[src/rtl/reg_share_arbiter.sv]
// Round-robin write arbiter and sequencer for a shared W-bit enable/set register.
// Optional per-requester grant statistics are built when ARB_STATS_EN is defined.
module reg_share_arbiter #(
    parameter int unsigned NREQ = 4,
    parameter int unsigned W    = 4
) (
    input  logic              clk,
    input  logic              rst_n,
    input  logic [NREQ-1:0]   req,
    input  logic [NREQ*W-1:0] wdata,
    input  logic              set_req,
    output logic [NREQ-1:0]   gnt,
    output logic              ack,
    output logic              set_ack,
    output logic [W-1:0]      reg_d,
    output logic              reg_en,
    output logic              reg_set,
    output logic              busy,
    input  logic [2:0]        stat_sel,
    output logic [7:0]        stat_cnt
);

    localparam int unsigned PW = (NREQ > 1) ? $clog2(NREQ) : 1;

    typedef enum logic [2:0] {
        StIdle,
        StGrant,
        StDone,
        StSet,
        StSetDone
    } state_e;

    state_e        state;
    logic [PW-1:0] ptr;
    logic [PW-1:0] win;
    logic [PW-1:0] pick;
    logic          found;
    logic [W-1:0]  pick_data;
    logic [PW:0]   scan;

    // Round-robin search: ptr, ptr+1, ... with wrap; first asserted req wins.
    always_comb begin
        pick      = '0;
        found     = 1'b0;
        pick_data = '0;
        scan      = '0;
        for (int i = 0; i < NREQ; i++) begin
            scan = {1'b0, ptr} + (PW + 1)'(i);
            if (scan >= (PW + 1)'(NREQ)) begin
                scan = scan - (PW + 1)'(NREQ);
            end
            if (!found && req[scan[PW-1:0]]) begin
                found = 1'b1;
                pick  = scan[PW-1:0];
            end
        end
        for (int j = 0; j < NREQ; j++) begin
            if (pick == PW'(j)) begin
                pick_data = wdata[j*W +: W];
            end
        end
    end

    always_ff @(posedge clk or negedge rst_n) begin
        if (!rst_n) begin
            state   <= StIdle;
            ptr     <= '0;
            win     <= '0;
            gnt     <= '0;
            ack     <= 1'b0;
            set_ack <= 1'b0;
            reg_d   <= '0;
            reg_en  <= 1'b0;
            reg_set <= 1'b0;
            busy    <= 1'b0;
        end else begin
            ack     <= 1'b0;
            set_ack <= 1'b0;
            reg_en  <= 1'b0;
            reg_set <= 1'b0;
            unique case (state)
                StIdle: begin
                    if (set_req) begin
                        state   <= StSet;
                        reg_set <= 1'b1;
                        busy    <= 1'b1;
                    end else if (found) begin
                        state  <= StGrant;
                        win    <= pick;
                        gnt    <= {{(NREQ - 1){1'b0}}, 1'b1} << pick;
                        reg_d  <= pick_data;
                        reg_en <= 1'b1;
                        busy   <= 1'b1;
                    end
                end
                StGrant: begin
                    state <= StDone;
                    ptr   <= (win == PW'(NREQ - 1)) ? '0 : win + 1'b1;
                    ack   <= 1'b1;
                end
                StDone: begin
                    state <= StIdle;
                    gnt   <= '0;
                    busy  <= 1'b0;
                end
                StSet: begin
                    state   <= StSetDone;
                    set_ack <= 1'b1;
                end
                StSetDone: begin
                    state <= StIdle;
                    busy  <= 1'b0;
                end
                default: begin
                    state <= StIdle;
                    gnt   <= '0;
                    busy  <= 1'b0;
                end
            endcase
        end
    end

`ifdef ARB_STATS_EN
    logic [7:0] cnt [NREQ];

    // Saturating grant counters, bumped once per GRANT cycle of the owner.
    always_ff @(posedge clk or negedge rst_n) begin
        if (!rst_n) begin
            for (int i = 0; i < NREQ; i++) begin
                cnt[i] <= '0;
            end
        end else if (state == StGrant && cnt[win] != 8'hFF) begin
            cnt[win] <= cnt[win] + 8'd1;
        end
    end

    always_comb begin
        stat_cnt = '0;
        for (int i = 0; i < NREQ; i++) begin
            if (stat_sel == 3'(i)) begin
                stat_cnt = cnt[i];
            end
        end
    end
`else
    logic unused_stat_sel;
    assign unused_stat_sel = ^stat_sel;
    assign stat_cnt        = '0;
`endif

endmodule

[config.mk]
export PLATFORM = sky130hd
export DESIGN_NAME = reg_share_arbiter
export DESIGN_NICKNAME = d
export VERILOG_FILES = /design/src/rtl/reg_share_arbiter.sv
export SDC_FILE = /design/constraint.sdc
export NUM_CORES = 1
export LEC_CHECK = 0
export CAP_MARGIN = 20
export CORE_ASPECT_RATIO = 1.25
export CORE_UTILIZATION = 37
export DETAILED_ROUTE_END_ITERATION = 6
export PLACE_DENSITY = 0.74
export SYNTH_ARGS = -nofsm -noshare
export SYNTH_HDL_FRONTEND = slang
export SYNTH_SLANG_ARGS = --single-unit
[constraint.sdc]
create_clock -name clk -period 1.5 [get_ports clk]
set_input_delay 0.225 -clock clk [delete_from_list [all_inputs] [get_ports clk]]
set_output_delay 0.225 -clock clk [all_outputs]
set_load 0.02 [all_outputs]
==> impl_metrics.ini <==
[floorplanning]
core_area_sq_um = 2730
ios = 47
die_w_microns = 50.6
die_y_microns = 62.7
rows = 21
dieArea_sq_um = 3170
initial_core_util_pct = 40.0

[sta]
period_share_pct = 105
setup_viol = 4
setup_slack_ns = -0.0753
period_needed_ns = 1.58
hold_ws_ns = 0.260
hold_viol_final = 0
slew_violations = 0
clock_skew_ns = 0.00133
fmax_ghz = 0.635
finalSetupTns_ns = -0.230
rsz0062_at_grt = yes

[place]
gp_congestion = 0.734
place_ws_ns = -0.513
placed_cells = 190
dp_hpwl_mm = 1.99
io_buffers = 35

[grt]
grt_usage_pct = 18.3
grt_pass1_wl_mm = 4.34
grt_max_degree = 21
top_usage_layer = met2
grt_pass1_vias = 979
grt_antenna_before_repair = 0
grtUsageMet3_pct = 0.730
overflow = 0
gr-usage-met2_pct = 31.3
grtUsageMet1_pct = 22.8

[setup_path]
path_class = reg -> reg
cp_max_fo = 5
start_kind = register
end_kind = register
cp_slowest_cell = dfrtp_2
reg2reg_slack_ns = -0.08
timing.rr.start = ptr[1]
worstPathArrival_ns = 1.76
cp.required_ns = 1.68
startpoint = ptr[1]
path_cells = nor2b_4 > o21a_4 > nor3_4 > buf_12 > mux2i_1 > o211ai_2
max_stage_delay_ns = 0.46

[cells_and_area]
multi_input_area_sq_um = 681
antennaDiodeCount = 0
post-route-util_pct = 67.3
finish.net_count = 195
layout-drive-gt1-share_pct = 33.7
areaGrowthSynthToFinish_pct = 68.3
seq_area_sq_um = 503
fin_cells = 200
fillCellCount = 215

[cts]
cts_buffers = 3
cts.clk_slew.worst_paths_ns = 0.11
clkLatencyLatePin_ns = 0.29
cts_tree = done
cts_sinks = 20
htreeDepth = 1
root_buffer = clkbuf_4
cts_buffer_depth = 2

[synthesis]
synth_area_sq_um = 1090
synth_cells = 108
yosys_warnings = 0
ys_ff_latch = 20
avgSynthCellArea_sq_um = 10.1
synth_cell_type_count = 33
synth_seq_area_share_pct = 45.8

[min_path]
min_path_type = in -> async

[power_and_ir_drop]
p_per_area_nw_per_um2 = 1680
cellLeakagePower_nw = 0.885
peakVddDrop_mv = 1.00

[detailed_routing]
routed_wl_mm = 2.85
via_count = 1029
dr.pass1.iters = 4
ant_nets = 0
wl_per_cell_microns = 14.3
drc = 0
vias_per_cell = 5.15
drtIter0Drc = 26

[outcome]
violations = setup timing
status = finished with violations

[job]
maxCapViolCount = 0
-- registers in the layout, indices dropped and copies added (netlist names) --
register	count
ack	1
busy	1
gnt	4
ptr	2
reg_d	4
reg_en	1
reg_set	1
set_ack	1
state	3
win	2
-- layout by cell type, fill, tap and decap left out, types with 4 or more instances in the layout --
cell / netlist / routed
nand2_1: 14 / 12
nor2_1: 8 / 6
o211ai_2: 4 / 4
buf_12: 0 / 4
o31ai_4: 1 / 5
dfrtp_1: 20 / 18
nand4_1: 4 / 4
clkdlybuf4s50_1: 0 / 22
dlymetal6s2s_1: 0 / 4
dlygate4sd2_1: 0 / 6
conb_1: 1 / 8
buf_4: 8 / 16
inv_1: 4 / 4
a211o_1: 5 / 5
-- where the power goes --
| group | switching, mW | internal, mW | total, mW |
|---|---|---|---|
| combinational | 0.945 | 0.973 | 1.92 |
| clock | 0.154 | 0.0934 | 0.248 |
| sequential | 0.150 | 0.775 | 0.925 |
-- worst max-delay path, delay by kind of cell, from the launching register on --
| family | cells | cell delay (ns) |
|---|---|---|
| AOI/OAI and AO/OA | 2 | 0.31 |
| buffers and inverters | 1 | 0.15 |
| DFF | 1 | 0.46 |
| muxes | 1 | 0.25 |
| and+or+nand+nor | 2 | 0.29 |
-- layer usage --
layer	part of all wire (%)	vias to the layer above
met5	0	-
met4	2.0	0
met3	2.9	6
met2	57	34
met1	38	497
li1	-	492
-- worst paths after layout --
kind | endpoint | cells after the start
worst max-delay path | reg_d[0] | 6
worst min-delay path | busy | 2
worst max register to register | reg_d[0] | 6
worst min register to register | gnt[1] | 2
max in group asynchronous | ptr[1] | 2
min in group clk | gnt[1] | 2
-- Yosys cell counts --
cell type	count	area, sq um
o221a_1	1	11.3
o211ai_2	4	50.1
a21oi_1	1	5.00
or2_1	1	6.26
o21ai_1	4	20.0
dfrtp_1	20	500
buf_4	8	60.1
inv_2	1	3.75
a21o_1	2	15.0
nand2_1	14	52.6
o31ai_1	5	37.5
nor2b_1	2	12.5
and3_4	1	11.3
nor2_1	8	30.0
nand4_1	4	25.0
nor3_4	1	16.3
conb_1	1	3.75
or2_2	1	6.26
nor3_1	1	5.00
nand3_1	3	15.0
mux2i_1	4	40.0
o21ai_0	1	5.00
ha_1	1	12.5
inv_1	4	15.0
a211o_1	5	43.8
o21a_1	1	7.51
or4_4	1	11.3
buf_2	1	5.00
and2_1	1	6.26
a22o_1	2	17.5
nor3b_1	1	7.51
o31ai_4	1	21.3
nand2b_1	2	12.5
-- area by class of cell --
type / count / share of cell area, %
Tap cell: 34 / 2.31
Multi-Input combinational cell: 81 / 37.0
Inverter: 5 / 1.02
Clock buffer: 3 / 1.23
Timing Repair Buffer: 57 / 31.0
Sequential cell: 20 / 27.4
-- what timing repair did --
action                                  CTS  global route
endpoints found under the setup margin   14            13
pin swaps                                 6            15
buffers inserted                          3             5
hold buffers                              0             0
gates resized for setup                  26            25
-- stage by stage --
stage / power (mW) / cell area, sq um
floorplan: 1.81 / 1120
global placement: 2.50 / 1570
detailed placement: 2.55 / 1570
CTS: 2.87 / 1670
global route: 3.29 / 1840
finish: 3.09 / 1840
-- logic make-up (layout without fill, tap and decap cells) --
| logic type | count (synthesis) | after routing | synth area share [%] |
|---|---|---|---|
| flops | 20 | 20 | 45.8 |
| mux | 4 | 4 | 3.67 |
| fa+ha+maj | 1 | 1 | 1.15 |
| other cells | 1 | 8 | 0.343 |
| buf+inv | 14 | 65 | 7.67 |
| compound gates | 27 | 27 | 21.4 |
| simple gates | 41 | 41 | 19.9 |
Note: power is estimated with default switching activity, not from simulation.
